File: src/rtl/fifo_pkg.sv
// Shared async-FIFO definitions: default pointer width, pointer type and
// Gray/binary conversions used by both the read and write pointer handlers.
package fifo_pkg;

  localparam int PTR_WIDTH_DEF = 3;

  typedef logic [PTR_WIDTH_DEF:0] ptr_t;

  // Both conversions operate on a zero-extended 32-bit word, so callers of any
  // pointer width can use them and truncate the result back to their width.
  function automatic logic [31:0] bin2gray(input logic [31:0] b);
    return b ^ (b >> 1);
  endfunction

  function automatic logic [31:0] gray2bin(input logic [31:0] g);
    logic [31:0] b;
    b[31] = g[31];
    for (int i = 30; i >= 0; i--) begin
      b[i] = b[i+1] ^ g[i];
    end
    return b;
  endfunction

endpackage

File: src/rtl/rptr_handler_sync_if.sv
// Read-side pointer bundle: request/clear inputs, raw write pointer, and the
// pointers and status flags produced in the read clock domain.
interface rptr_handler_sync_if
  import fifo_pkg::*;
#(
  parameter int PTR_WIDTH = PTR_WIDTH_DEF
);
  logic                 r_en;
  logic [PTR_WIDTH:0]   g_wptr;
  logic                 underflow_clr;
  logic [PTR_WIDTH:0]   b_rptr;
  logic [PTR_WIDTH:0]   g_rptr;
  logic                 empty;
  logic [PTR_WIDTH:0]   level;
  logic                 almost_empty;
  logic                 underflow;

  modport master (
    output r_en, g_wptr, underflow_clr,
    input  b_rptr, g_rptr, empty, level, almost_empty, underflow
  );

  modport slave (
    input  r_en, g_wptr, underflow_clr,
    output b_rptr, g_rptr, empty, level, almost_empty, underflow
  );
endinterface

File: src/rtl/sync_2ff.sv
// Two-flop clock-domain-crossing synchroniser for a Gray-coded bus.
// No logic sits between the flops so the metastability window stays clean.
module sync_2ff #(
  parameter int WIDTH = 4
) (
  input  logic             clk,
  input  logic             rst_n,
  input  logic [WIDTH-1:0] d,
  output logic [WIDTH-1:0] q
);
  logic [WIDTH-1:0] sync1_q;
  logic [WIDTH-1:0] sync2_q;

  always_ff @(posedge clk or negedge rst_n) begin
    if (!rst_n) begin
      sync1_q <= '0;
      sync2_q <= '0;
    end else begin
      sync1_q <= d;
      sync2_q <= sync1_q;
    end
  end

  assign q = sync2_q;
endmodule

File: src/rtl/rptr_handler_sync.sv
// Read-domain pointer stage of the async FIFO: synchronises the Gray write
// pointer, advances the read pointers and registers empty/level/flags.
module rptr_handler_sync
  import fifo_pkg::*;
#(
  parameter int PTR_WIDTH = PTR_WIDTH_DEF,
  parameter int AE_THRESH = 1
) (
  input logic                r_clk,
  input logic                r_rst_n,
  rptr_handler_sync_if.slave bus
);
  typedef logic [PTR_WIDTH:0] rptr_t;

  rptr_t g_wptr_sync;
  rptr_t b_wptr_sync;
  rptr_t fill;
  rptr_t b_rptr_d, b_rptr_q;
  rptr_t g_rptr_d, g_rptr_q;
  rptr_t level_d, level_q;
  logic  empty_d, empty_q;
  logic  almost_empty_d, almost_empty_q;
  logic  underflow_d, underflow_q;
  logic  rd_ok;

  sync_2ff #(.WIDTH(PTR_WIDTH + 1)) u_sync_wptr (
    .clk   (r_clk),
    .rst_n (r_rst_n),
    .d     (bus.g_wptr),
    .q     (g_wptr_sync)
  );

  // Status is computed from the post-read pointer so an accepted read and
  // the flags it affects land on the same edge.
  always_comb begin
    b_wptr_sync    = rptr_t'(gray2bin(32'(g_wptr_sync)));
    rd_ok          = bus.r_en & ~empty_q;
    b_rptr_d       = b_rptr_q + rptr_t'(rd_ok);
    g_rptr_d       = rptr_t'(bin2gray(32'(b_rptr_d)));
    fill           = b_wptr_sync - b_rptr_d;
    empty_d        = (g_rptr_d == g_wptr_sync);
    level_d        = fill;
    almost_empty_d = (32'(fill) <= 32'(AE_THRESH));
    underflow_d    = (bus.r_en & empty_q) | (underflow_q & ~bus.underflow_clr);
  end

  always_ff @(posedge r_clk or negedge r_rst_n) begin
    if (!r_rst_n) begin
      b_rptr_q       <= '0;
      g_rptr_q       <= '0;
      level_q        <= '0;
      empty_q        <= 1'b1;
      almost_empty_q <= 1'b1;
      underflow_q    <= 1'b0;
    end else begin
      b_rptr_q       <= b_rptr_d;
      g_rptr_q       <= g_rptr_d;
      level_q        <= level_d;
      empty_q        <= empty_d;
      almost_empty_q <= almost_empty_d;
      underflow_q    <= underflow_d;
    end
  end

  assign bus.b_rptr       = b_rptr_q;
  assign bus.g_rptr       = g_rptr_q;
  assign bus.level        = level_q;
  assign bus.empty        = empty_q;
  assign bus.almost_empty = almost_empty_q;
  assign bus.underflow    = underflow_q;
endmodule

File: src/flat_wrapper.sv
// flat-port wrapper written by rule: the top's interface ports become plain ports
module rptr_handler_sync_flat import fifo_pkg::*;
#(
  parameter int PTR_WIDTH = PTR_WIDTH_DEF,
  parameter int AE_THRESH = 1
)
  (r_clk, r_rst_n, bus_r_en, bus_g_wptr, bus_underflow_clr, bus_b_rptr, bus_g_rptr, bus_empty, bus_level, bus_almost_empty, bus_underflow);
  rptr_handler_sync_if #(.PTR_WIDTH(PTR_WIDTH)) bus_i ();
  input logic r_clk;
  input logic r_rst_n;
  input wire logic [$bits(bus_i.r_en)-1:0] bus_r_en;
  input wire logic [$bits(bus_i.g_wptr)-1:0] bus_g_wptr;
  input wire logic [$bits(bus_i.underflow_clr)-1:0] bus_underflow_clr;
  output wire logic [$bits(bus_i.b_rptr)-1:0] bus_b_rptr;
  output wire logic [$bits(bus_i.g_rptr)-1:0] bus_g_rptr;
  output wire logic [$bits(bus_i.empty)-1:0] bus_empty;
  output wire logic [$bits(bus_i.level)-1:0] bus_level;
  output wire logic [$bits(bus_i.almost_empty)-1:0] bus_almost_empty;
  output wire logic [$bits(bus_i.underflow)-1:0] bus_underflow;
  assign bus_i.r_en = bus_r_en;
  assign bus_i.g_wptr = bus_g_wptr;
  assign bus_i.underflow_clr = bus_underflow_clr;
  assign bus_b_rptr = bus_i.b_rptr;
  assign bus_g_rptr = bus_i.g_rptr;
  assign bus_empty = bus_i.empty;
  assign bus_level = bus_i.level;
  assign bus_almost_empty = bus_i.almost_empty;
  assign bus_underflow = bus_i.underflow;
  rptr_handler_sync #(.PTR_WIDTH(PTR_WIDTH), .AE_THRESH(AE_THRESH)) u_core (.r_clk(r_clk), .r_rst_n(r_rst_n), .bus(bus_i));
endmodule
File: config.mk
export PLATFORM = sky130hd
export DESIGN_NAME = rptr_handler_sync_flat
export DESIGN_NICKNAME = d
export VERILOG_FILES = /design/src/rtl/fifo_pkg.sv /design/src/rtl/rptr_handler_sync_if.sv /design/src/rtl/sync_2ff.sv /design/src/rtl/rptr_handler_sync.sv /design/src/flat_wrapper.sv
export SDC_FILE = /design/constraint.sdc
export NUM_CORES = 1
export LEC_CHECK = 0
export ABC_AREA = 1
export CELL_PAD_IN_SITES_DETAIL_PLACEMENT = 0
export CELL_PAD_IN_SITES_GLOBAL_PLACEMENT = 1
export CORE_ASPECT_RATIO = 1.1
export CORE_MARGIN = 2
export CORE_UTILIZATION = 37
export CTS_BUF_LIST = sky130_fd_sc_hd__clkbuf_4 sky130_fd_sc_hd__clkbuf_8 sky130_fd_sc_hd__clkbuf_16
export DETAILED_ROUTE_END_ITERATION = 7
export GPL_TIMING_DRIVEN = 0
export PLACE_DENSITY_LB_ADDON = 0.05
export SYNTH_ARGS = -nofsm -noshare
export SYNTH_HDL_FRONTEND = slang
export SYNTH_SLANG_ARGS = --single-unit
File: constraint.sdc
create_clock -name r_clk -period 2.3 [get_ports r_clk]
set_input_delay 0.46 -clock r_clk [delete_from_list [all_inputs] [get_ports r_clk]]
set_output_delay 0.46 -clock r_clk [all_outputs]
set_load 0.01 [all_outputs]
==> results.sh, run 1 <==
export IMPL_status="finished clean"
export IMPL_synthTopCellsByArea="dfrtp_1, ha_1, nand2_1"
export IMPL_syn_avg_cell_area_sq_um=10.8
export IMPL_final_setup_tns_ns=0
export IMPL_grt_overflow_total=0
export IMPL_drtAntennaViolNets=0
export IMPL_antenna_cells=0
export IMPL_maxCapViolCount=0
export IMPL_startpoint_type="flip-flop"
export IMPL_design_area_sq_um=1360
export IMPL_vias_per_cell=4.30
export IMPL_yosysTopAreaCellShare_pct=51.6
export IMPL_grt_usage_pct=12.0
export IMPL_route_detailed_drc=0
export IMPL_cts_path_max_buffers=2
export IMPL_hold_violations=0
export IMPL_crit_required_ns=2.54
export IMPL_grt_pass1_vias=631
export IMPL_dpl_instance_area_sq_um=1230
export IMPL_p_leak_nw=0.658
export IMPL_hold_buffers=0
export IMPL_max_stage_delay_ns=0.56
export IMPL_pwr_density_cell_nw_per_um2=1370
export IMPL_maxSlewHeadroom_pct=40.0
export IMPL_end_kind="flip-flop"
export IMPL_cts_sink_count=22
export IMPL_crit_fanout=5
export IMPL_cts_made_buffers=3
export IMPL_port_buffers=22
export IMPL_hp_class="flip-flop to flip-flop"
export IMPL_setup_worst_path_class="flip-flop to flip-flop"
export IMPL_crit_path_top_delay_cell="dfstp_2"
export IMPL_cts_tree="done"
export IMPL_insertion_delay_ns=0.30
export IMPL_synth_area_sq_um=970
export IMPL_totalWireLength_microns=1530
export IMPL_die_h_microns=57.7
export IMPL_cp_common_cell="nand2_2"
export IMPL_drt_iter0_drc=9
export IMPL_crit_chain="nor2_2, ha_4, ha_4, inv_2, nand3_2, nand2_2, inv_1, ha_1, inv_2, nand2_2, nand2_2, nand2_2, or2_1, nor2_1"
export IMPL_power_total_mw=1.86
export IMPL_clockRootBuffer="clkbuf_4"
export IMPL_path_buf_inv=3
export IMPL_ios=23
export IMPL_cpLargestDelayFamily="simple AND/OR/NAND/NOR gates"
export IMPL_placementRows=19
export IMPL_coreArea_sq_um=2500
export IMPL_ir_worst_vdd_mv=0.694
export IMPL_tightest_slew_ns=0.897
export IMPL_antenna_found_initial=0
export IMPL_finalMaxSlewViolations=0
export IMPL_fmax_ghz=0.492
export IMPL_synth_nets=103
export IMPL_clkTransAtPathRegs_ns=0.11
export IMPL_min_period_ns=2.03
export IMPL_place_congestion=0.779
export IMPL_synth_largest_area_cell="dfrtp_1"
export IMPL_arrival_ns=2.27
export IMPL_final_nets=137
export IMPL_finalCritPeriodShare_pct=88.3
export IMPL_yosys_warnings=0
export IMPL_synth_cell_type_count=19
export IMPL_synth_seq_cells=22
export IMPL_vias=662
export IMPL_drive_above_1_share_pct=30.9
export IMPL_grt_max_degree=23
export IMPL_syn_inst=90
export IMPL_setup_violations=0
export IMPL_die_area_sq_um=3050
export IMPL_rsz0062_at_grt="false"
export IMPL_skew_ns=0.00185
export IMPL_htreeDepth=1
export IMPL_firstDrtPassIters=2
export IMPL_synth_seq_area_share_pct=57.0
export IMPL_wl_per_cell_microns=9.96
export IMPL_grt_pass1_wl_microns=2620
export IMPL_nFillCells=236
export IMPL_hpwl_microns=1120
export IMPL_start_util_pct=38.8
export IMPL_die_x_microns=52.8
export IMPL_syn_to_final_growth_pct=40.6
==> what timing repair did <==
action | CTS | global route
endpoints found under the setup margin | 1 | 2
buffers inserted | 2 | 5
resized for setup | 4 | 10
pin swaps | 2 | 7
==> report_power, final <==
part | internal, mW | total [mW] | leakage [nW] | switching [mW]
Clock | 0.0793 | 0.188 | 0.0184 | 0.109
Sequential | 0.516 | 0.576 | 0.258 | 0.0596
Combinational | 0.601 | 1.10 | 0.381 | 0.499
Total | 1.20 | 1.86 | 0.658 | 0.668
==> worst paths after layout <==
path	startpoint	endpoint	slack, ns	cells after the start
max	u_core.bus.empty$_DFF_PN1_	u_core.bus.almost_empty$_DFF_PN1_	0.27	14
min	u_core.u_sync_wptr.sync1_q[2]$_DFF_PN0_	u_core.u_sync_wptr.q[2]$_DFF_PN0_	0.36	0
max reg2reg	u_core.bus.empty$_DFF_PN1_	u_core.bus.almost_empty$_DFF_PN1_	0.27	14
max in group asynchronous	r_rst_n	u_core.bus.b_rptr[0]$_DFF_PN0_	1.10	1
min in group asynchronous	r_rst_n	u_core.u_sync_wptr.q[3]$_DFF_PN0_	0.65	1
min reg2reg	u_core.u_sync_wptr.sync1_q[2]$_DFF_PN0_	u_core.u_sync_wptr.q[2]$_DFF_PN0_	0.36	0
==> registers in the layout (all words and copies together), names as in the netlist <==
name / flops
u_core.bus.level: 4
u_core.bus.almost_empty: 1
u_core.bus.empty: 1
u_core.u_sync_wptr.sync1_q: 4
u_core.bus.g_rptr: 3
u_core.bus.underflow: 1
u_core.u_sync_wptr.q: 4
u_core.bus.b_rptr: 4
==> through the flow <==
step	worst slack, ns	instances	utilization [%]	hold slack (ns)
6_report	0.269	154	54.6	0.360
5_1_grt	0.155	154	54.6	0.374
4_1_cts	0.00438	149	51.8	0.363
3_5_place_dp	-0.450	143	49.2	0.335
3_3_place_gp	-0.401	143	49.2	0.332
2_1_floorplan	0.122	90	-	0.164
==> cell type report <==
type | instances | area [sq um] | area share (%)
buffer | 1 | 7.51 | 0.550
clock buffer | 4 | 30.0 | 2.20
inverter | 15 | 56.3 | 4.13
multi-input combinational | 52 | 403 | 29.5
sequential | 22 | 553 | 40.6
tap | 31 | 38.8 | 2.84
timing repair buffer | 29 | 275 | 20.2
==> cells in the final DEF (no fill, tap or decap) <==
master           instances
inv_2                    6
ha_4                     3
xor2_1                   4
xnor2_1                  1
clkdlybuf4s50_1         21
ha_1                     2
nor2_1                   5
xnor3_1                  1
nand2_1                 13
o21ai_0                  1
nand2_2                  7
dfrtp_1                 20
or2_1                    1
nand3_2                  3
clkbuf_4                 4
or2_4                    1
nand3_1                  6
xor2_2                   1
buf_4                    8
nand2_4                  2
inv_1                    9
dlymetal6s2s_1           1
dfstp_2                  2
nor2_2                   1
==> cells in the mapped netlist, drive strengths merged <==
cell,number
dfrtp,20
inv,15
xnor2,1
or2,2
nor2,6
o21ai,1
buf,1
ha,5
xnor3,1
nand2,22
xor2,5
dfstp,2
nand3,9
==> metal layers <==
layer	vias up	wire (microns)	global-route usage (%)
met5	-	0	0
met4	0	17	6.59
met3	2	72	2.32
met2	15	760	20.2
met1	309	684	14.1
li1	336	-	-
==> kinds of logic after synthesis <==
kind of cell | Yosys count | synth area share [%]
simple gates | 39 | 20.9
flops | 22 | 57.0
fa+ha+maj | 5 | 6.45
buf+inv | 16 | 6.58
compound gates | 1 | 0.516
xor+xnor | 7 | 8.52
No activity file was read; power rests on OpenSTA's default activity.
==> inputs of run 2 (changes only) <==
--- a/config.mk
+++ b/config.mk
@@ -10,11 +10,14 @@
 export CELL_PAD_IN_SITES_GLOBAL_PLACEMENT = 1
 export CORE_ASPECT_RATIO = 1.1
 export CORE_MARGIN = 2
-export CORE_UTILIZATION = 37
+export CORE_UTILIZATION = 46
 export CTS_BUF_LIST = sky130_fd_sc_hd__clkbuf_4 sky130_fd_sc_hd__clkbuf_8 sky130_fd_sc_hd__clkbuf_16
 export DETAILED_ROUTE_END_ITERATION = 7
+export DONT_BUFFER_PORTS = 1
 export GPL_TIMING_DRIVEN = 0
+export HOLD_SLACK_MARGIN = 0.05
 export PLACE_DENSITY_LB_ADDON = 0.05
+export SKIP_LAST_GASP = 1
 export SYNTH_ARGS = -nofsm -noshare
 export SYNTH_HDL_FRONTEND = slang
 export SYNTH_SLANG_ARGS = --single-unit
==> run 2 against run 1 <==
Non-clock buffer count decreased by 27. Sequential cell count did not move. Wire length shrank 6.3%. Setup slack worse by 0.10 ns.
==> results.sh, run 2 (synthesized netlist as in run 1, its figures left out) <==
export IMPL_p_seq_share_pct=39.7
export IMPL_grt_usage_pct=14.2
export IMPL_start_util_pct=48.5
export IMPL_maxSlewHeadroom_pct=35.9
export IMPL_clkTransAtPathRegs_ns=0.12
export IMPL_firstDrtPassIters=4
export IMPL_pwr_density_cell_nw_per_um2=1470
export IMPL_layout_commonest_cell="dfrtp_1"
export IMPL_hpwl_microns=1050
export IMPL_status="finished clean"
export IMPL_ir_worst_vdd_mv=0.773
export IMPL_setup_violations=0
export IMPL_crit_start="u_core.bus.empty$_DFF_PN1_"
export IMPL_clockPowerShare_pct=17.8
export IMPL_setup_worst_path_class="flip-flop to flip-flop"
export IMPL_post_route_util_pct=55.1
export IMPL_cts_made_buffers=3
export IMPL_p_leak_nw=0.548
export IMPL_drive_above_1_share_pct=28.1
export IMPL_p_switching_mw=0.617
export IMPL_final_nets=110
export IMPL_min_from="bus_g_wptr[0]"
export IMPL_rsz0062_at_grt="false"
export IMPL_die_area_sq_um=2490
export IMPL_wl_per_cell_microns=11.6
export IMPL_coreArea_sq_um=2000
export IMPL_switching_share_pct=38.1
export IMPL_grt_pass1_wl_microns=2390
export IMPL_power_frac_comb_pct=42.5
export IMPL_cts_path_max_buffers=2
export IMPL_drtAntennaViolNets=0
export IMPL_grt_pass1_vias=566
export IMPL_grt_max_degree=23
export IMPL_die_h_microns=52.2
export IMPL_end_kind="flip-flop"
export IMPL_mostFrequentLayoutCells="dfrtp_1, nand2_1, inv_1"
export IMPL_tightest_slew_ns=0.958
export IMPL_hp_class="input pin to flip-flop"
export IMPL_cts_tree="done"
export IMPL_crit_fanout=5
export IMPL_route_detailed_drc=0
export IMPL_power_total_mw=1.62
export IMPL_die_x_microns=47.8
export IMPL_place_congestion=0.719
export IMPL_insertion_delay_ns=0.30
export IMPL_hold_violations=0
export IMPL_hold_ws_ns=0.169
export IMPL_grt_overflow_total=0
export IMPL_ios=23
export IMPL_finalCritPeriodShare_pct=92.7
export IMPL_p_int_mw=1.00
export IMPL_vias=569
export IMPL_syn_to_final_growth_pct=13.7
export IMPL_cts_sink_count=22
export IMPL_crit_required_ns=2.55
export IMPL_htreeDepth=1
export IMPL_placementRows=17
export IMPL_antenna_cells=0
export IMPL_clockRootBuffer="clkbuf_4"
export IMPL_port_buffers=0
export IMPL_drt_iter0_drc=5
export IMPL_finalMaxSlewViolations=0
export IMPL_fmax_ghz=0.469
export IMPL_antenna_found_initial=0
export IMPL_maxCapViolCount=0
export IMPL_vias_per_cell=4.59
export IMPL_timing_rr_start="u_core.bus.empty$_DFF_PN1_"
export IMPL_startpoint_type="flip-flop"
export IMPL_min_period_ns=2.13
export IMPL_skew_ns=0.00250
export IMPL_arrival_ns=2.38
export IMPL_totalWireLength_microns=1440
-- run 2: changes by cell type in the layout (fill, tap and decap cells not counted), sizes merged --
cell           delta
dlymetal6s2s      -1
dlygate4sd3       +1
clkdlybuf4s50    -21
buf               -6
clkbuf            -1
bufinv            +1
-- run 2: final timing paths --
kind	depth (start not counted)	slack, ns	end
worst min register to register	0	0.36	u_core.u_sync_wptr.q[1]$_DFF_PN0_
min in group asynchronous	1	0.74	u_core.bus.b_rptr[2]$_DFF_PN0_
worst min-delay path	0	0.17	u_core.u_sync_wptr.sync1_q[0]$_DFF_PN0_
worst max register to register	14	0.17	u_core.bus.almost_empty$_DFF_PN1_
max in group asynchronous	1	0.98	u_core.bus.underflow$_DFF_PN0_
worst max-delay path	14	0.17	u_core.bus.almost_empty$_DFF_PN1_
-- run 2: metrics by stage --
step | setup slack [ns] | TNS, ns | instances | cell area (sq um)
after global placement | -0.0506 | -0.0506 | 118 | 1000
final | 0.168 | 0 | 124 | 1100
after floorplan | 0.122 | 0 | 90 | 970
after CTS | 0.0333 | 0 | 123 | 1080
after global routing | 0.0251 | 0 | 124 | 1100
after detailed placement | -0.0613 | -0.0613 | 118 | 1000
-- run 2: worst max-delay path: stages (launching register included) --
cell     delay (ns)
dfstp_2        0.59
nor2_1         0.06
ha_2           0.19
ha_4           0.25
inv_2          0.07
nand3_4        0.08
nand2_1        0.08
inv_1          0.04
ha_1           0.18
inv_1          0.08
nand2_2        0.06
nand2_2        0.05
nand2_2        0.04
or2_0          0.19
nor2_1         0.10
-- run 2: what timing repair did --
item | CTS | global route
hold buffers | 1 | 0
resized for setup | 2 | 5
hold endpoints to repair | 22 | 0
endpoints found under the setup margin | 1 | 2
pin swaps | 0 | 2
setup buffers | 0 | 1
-- run 2: power groups by stage --
| stage | combinational (mW) | sequential (mW) | clock [mW] |
|---|---|---|---|
| 3_5_place_dp | 0.620 | 0.648 | 0 |
| 5_1_grt | 0.791 | 0.661 | 0.317 |
| 4_1_cts | 0.652 | 0.644 | 0.304 |
| 2_1_floorplan | 0.522 | 0.631 | 0 |
| 3_3_place_gp | 0.611 | 0.644 | 0 |
| 6_report | 0.689 | 0.643 | 0.289 |
-- run 2: final cells by class --
type                            count  area [sq um]
Timing Repair Buffer                2          17.5
Inverter                           15          56.3
Sequential cell                    22           553
Buffer                              1          7.51
Clock inverter                      1          30.0
Clock buffer                        3          22.5
Multi-Input combinational cell     52           380
Fill cell                         193           897
Tap cell                           28          35.0
-- run 2: metal layers --
layer / share of wire, % / global-route usage (%) / vias to the layer above / wire length [microns]
met4: 1.5 / 8.11 / 0 / 21
met5: 0 / 0 / - / 0
met2: 47 / 22.2 / 23 / 683
met3: 7.6 / 3.13 / 4 / 109
li1: - / - / 288 / -
met1: 43 / 17.4 / 254 / 623
==> inputs of run 3 (changes only) <==
--- a/config.mk
+++ b/config.mk
@@ -16,7 +16,7 @@
 export DONT_BUFFER_PORTS = 1
 export GPL_TIMING_DRIVEN = 0
 export HOLD_SLACK_MARGIN = 0.05
-export PLACE_DENSITY_LB_ADDON = 0.05
+export PLACE_DENSITY_LB_ADDON = 0.1
 export SKIP_LAST_GASP = 1
 export SYNTH_ARGS = -nofsm -noshare
 export SYNTH_HDL_FRONTEND = slang
==> run 3 against run 2 <==
Maximum frequency increased by 2.7%. Clock skew increased by 0.0048 ns. Power increased by 0.91%. Design area increased by 1.8%. Critical path type unchanged. Critical endpoint unchanged.
==> results.sh, run 3 (synthesized netlist as in run 1, its figures left out) <==
export IMPL_timing_rr_start="u_core.bus.empty$_DFF_PN1_"
export IMPL_pwr_density_cell_nw_per_um2=1460
export IMPL_switching_share_pct=37.4
export IMPL_p_leak_nw=0.554
export IMPL_multi_input_area_sq_um=393
export IMPL_power_total_mw=1.63
export IMPL_drtAntennaViolNets=0
export IMPL_cts_path_max_buffers=2
export IMPL_mostFrequentLayoutCells="dfrtp_1, nand2_1, inv_1"
export IMPL_rsz0062_at_grt="false"
export IMPL_hpwl_microns=1000
export IMPL_placementRows=17
export IMPL_p_int_mw=1.02
export IMPL_crit_fanout=5
export IMPL_vias_per_cell=4.58
export IMPL_clockPowerShare_pct=17.4
export IMPL_cts_tree="done"
export IMPL_power_frac_comb_pct=43.6
export IMPL_p_switching_mw=0.611
export IMPL_end_kind="flip-flop"
export IMPL_coreArea_sq_um=2000
export IMPL_drt_iter0_drc=6
export IMPL_start_util_pct=48.5
export IMPL_totalWireLength_microns=1280
export IMPL_ios=23
export IMPL_wl_per_cell_microns=10.3
export IMPL_antenna_found_initial=0
export IMPL_place_congestion=0.706
export IMPL_port_buffers=0
export IMPL_setup_worst_path_class="flip-flop to flip-flop"
export IMPL_crit_path_top_delay_cell="dfstp_2"
export IMPL_min_period_ns=2.08
export IMPL_grt_pass1_wl_microns=2240
export IMPL_clkTransAtPathRegs_ns=0.12
export IMPL_maxSlewHeadroom_pct=39.1
export IMPL_nFillCells=194
export IMPL_dpl_instance_area_sq_um=1000
export IMPL_met1_length_microns=563
export IMPL_cp_common_cell="nand2_2"
export IMPL_cts_made_buffers=3
export IMPL_die_x_microns=47.8
export IMPL_startpoint_type="flip-flop"
export IMPL_max_stage_delay_ns=0.58
export IMPL_finalCritPeriodShare_pct=90.3
export IMPL_crit_required_ns=2.54
export IMPL_maxCapViolCount=0
export IMPL_p_seq_share_pct=39.1
export IMPL_hp_class="input pin to flip-flop"
export IMPL_setup_violations=0
export IMPL_clockRootBuffer="clkbuf_4"
export IMPL_met2_length_microns=609
export IMPL_grt_pass1_vias=580
export IMPL_final_nets=111
export IMPL_die_h_microns=52.2
export IMPL_top_layer="met4"
export IMPL_hold_violations=0
export IMPL_ir_worst_vdd_mv=0.641
export IMPL_design_area_sq_um=1120
export IMPL_htreeDepth=1
export IMPL_skew_ns=0.00733
export IMPL_vias=572
export IMPL_crit_start="u_core.bus.empty$_DFF_PN1_"
export IMPL_fmax_ghz=0.482
export IMPL_grt_max_degree=23
export IMPL_insertion_delay_ns=0.30
export IMPL_firstDrtPassIters=4
export IMPL_seq_area_sq_um=553
export IMPL_arrival_ns=2.31
export IMPL_die_area_sq_um=2490
export IMPL_syn_to_final_growth_pct=15.7
export IMPL_status="finished clean"
export IMPL_cts_sink_count=22
export IMPL_antenna_cells=0
export IMPL_grt_usage_pct=12.8
export IMPL_drive_above_1_share_pct=29.9
export IMPL_min_from="bus_g_wptr[0]"
export IMPL_dr_wl_met3_microns=99
export IMPL_tightest_slew_ns=0.910
export IMPL_route_detailed_drc=0
export IMPL_finalMaxSlewViolations=0
export IMPL_layout_commonest_cell="dfrtp_1"
export IMPL_hold_ws_ns=0.174
export IMPL_final_setup_tns_ns=0
export IMPL_crit_chain="nor2_1, ha_2, ha_4, inv_2, nand3_4, nand2_1, inv_1, ha_1, inv_1, nand2_2, nand2_2, nand2_2, or2_0, nor2_1"
export IMPL_grt_overflow_total=0
## run 3: changes by cell type in the layout (fill, tap and decap cells not counted), sizes merged
cell  delta
buf      +1
## run 3: critical path, delay by kind of cell (launching register included)
kind | cells | cell delay [ns]
adder cells (fa/ha/maj) | 3 | 0.62
buffers and inverters | 3 | 0.18
flip-flops | 1 | 0.58
AND/OR/NAND/NOR | 8 | 0.65
## run 3: what timing repair did
action	in CTS	in global routing
resized for setup	1	7
setup endpoints to repair	1	2
pin swaps	0	4
setup buffers	0	2
endpoints found under the hold margin	22	0
hold buffers	1	0
## run 3: area by class of cell
type	instances	share of cell area, %
Sequential cell	22	49.3
Multi-Input combinational cell	52	35.0
Inverter	15	5.02
Tap cell	28	3.12
Clock inverter	1	2.68
Timing Repair Buffer	3	2.23
Clock buffer	3	2.01
Buffer	1	0.669
## run 3: path summary, 6_finish.rpt
| path | end | slack [ns] | cells after the start |
|---|---|---|---|
| max | u_core.bus.almost_empty$_DFF_PN1_ | 0.22 | 14 |
| min | u_core.u_sync_wptr.sync1_q[0]$_DFF_PN0_ | 0.17 | 0 |
| max reg2reg | u_core.bus.almost_empty$_DFF_PN1_ | 0.22 | 14 |
| min reg2reg | u_core.u_sync_wptr.q[1]$_DFF_PN0_ | 0.36 | 0 |
| max in group asynchronous | u_core.bus.level[3]$_DFF_PN0_ | 1.02 | 1 |
| min in group asynchronous | u_core.u_sync_wptr.q[3]$_DFF_PN0_ | 0.72 | 1 |
## run 3: power by group through the flow
stage	clock network [mW]	registers (mW)	logic (mW)
floorplan	0	0.631	0.522
finish	0.284	0.638	0.712
global placement	0	0.644	0.605
CTS	0.297	0.637	0.632
detailed placement	0	0.645	0.616
global route	0.309	0.662	0.825
## run 3: metrics by stage
| step | worst slack (ns) | util, % | cells |
|---|---|---|---|
| after global placement | -0.0196 | 50.3 | 118 |
| after global routing | 0.0232 | 56.1 | 125 |
| after floorplan | 0.122 | - | 90 |
| after CTS | 0.0102 | 53.5 | 123 |
| after detailed placement | -0.0419 | 50.3 | 118 |
| final | 0.224 | 56.1 | 125 |
## run 3: routing by layer
| metal | GRT usage, % | vias up |
|---|---|---|
| li1 | - | 286 |
| met1 | 13.9 | 263 |
| met2 | 22.4 | 21 |
| met3 | 3.47 | 2 |
| met4 | 5.41 | 0 |
| met5 | 0 | - |
==> RTL edit: new RTL, settings of run 1 <==
Change the package constant `PTR_WIDTH_DEF` from 3 to 4.
--- a/src/rtl/fifo_pkg.sv
+++ b/src/rtl/fifo_pkg.sv
@@ -3,5 +3,5 @@
 package fifo_pkg;
 
-  localparam int PTR_WIDTH_DEF = 3;
+  localparam int PTR_WIDTH_DEF = 4;
 
   typedef logic [PTR_WIDTH_DEF:0] ptr_t;
Interface: changed (resized bus_b_rptr, bus_g_rptr, bus_g_wptr and bus_level); port bits go from 23 to 27. No check against the original RTL was run, so the function may have changed too.
==> RTL edit against run 1 <==
Synthesized cell count grew 41%. Power grew 36%. Routed wire length grew 52%. Worst setup slack lost 230 ps. Synthesized area grew 27%. Design area grew 33%. Sequential cell count grew 5. Count of clock-buffer cells in the layout shrank 1. Critical path type is now input pin to flip-flop.
==> RTL edit: results (changes against run 1) <==
First DRT Iteration DRCs = 26 (+17)
Synth top cells by count = 35 x nand2_1, 25 x dfrtp_1, 14 x inv_1
Yosys cell types = 22 (+3)
final-layout fill cell count = 306 (+30%)
syn nets = 143 (+39%)
Hold Worst Slack = 115 ps (-245 ps)
Seq/Total Area, Yosys = 54.9% (-2.2 points)
DRT Wirelength = 2.34 mm (+52%)
DR pass1 iterations = 4 (+2)
worst setup margin = 36.2 ps (-233 ps)
Via density = 4.59 (+6.9%)
vias in the first global route = 891 (+41%)
status = completed
Non-clock buffers, area share = 20.5% (-0.27 points)
multi-input logic portion of the cell area = 33.9% (+4.4 points)
bufs w/o clock = 41 (+37%)
Internal = 1.51 mW (+27%)
Reg area = 679 µm² (+23%)
placed cell area = 1540 µm² (+25%)
#MultiIn Comb = 79 (+52%)
Post-Syn Area = 1240 µm² (+27%)
synthesized-area fraction occupied by adder cells = 7.69% (+1.2 points)
R2R Setup Slk = 80 ps (-190 ps)
final setup skew = 2.71 ps (+0.859 ps)
R2R cell count = 12 (-2)
switching pwr = 1.03 mW (+54%)
Post-Syn Area per Cell = 9.73 µm² (-9.7%)
maximum vdd drop = 0.576 mV (-17%)
Setup WS pre-CTS = -472 ps (-21.2 ps)
==> RTL edit: changes by cell type after synthesis, sizes merged <==
cell,change
xnor3,-1
inv,+4
a21oi,+2
nand4,+1
nand3b,+2
fa,+1
nand2,+19
dfrtp,+5
ha,+1
xnor2,+1
clkinv,+1
nand3,+3
or2,-2
==> RTL edit: per-layer routing <==
metal / part of all wire (%) / global-route usage [%]
met5: 0 / 0
met4: 1.0 / 5.97
met3: 3.6 / 2.00
met2: 52 / 21.7
met1: 43 / 17.1
==> RTL edit: repair_timing <==
| item | 4_1_cts | 5_1_grt |
|---|---|---|
| buffers inserted | 2 | 12 |
| pin swaps | 2 | 15 |
| gates resized for setup | 7 | 19 |
| hold buffers | 0 | 0 |
| endpoints found under the setup margin | 2 | 2 |
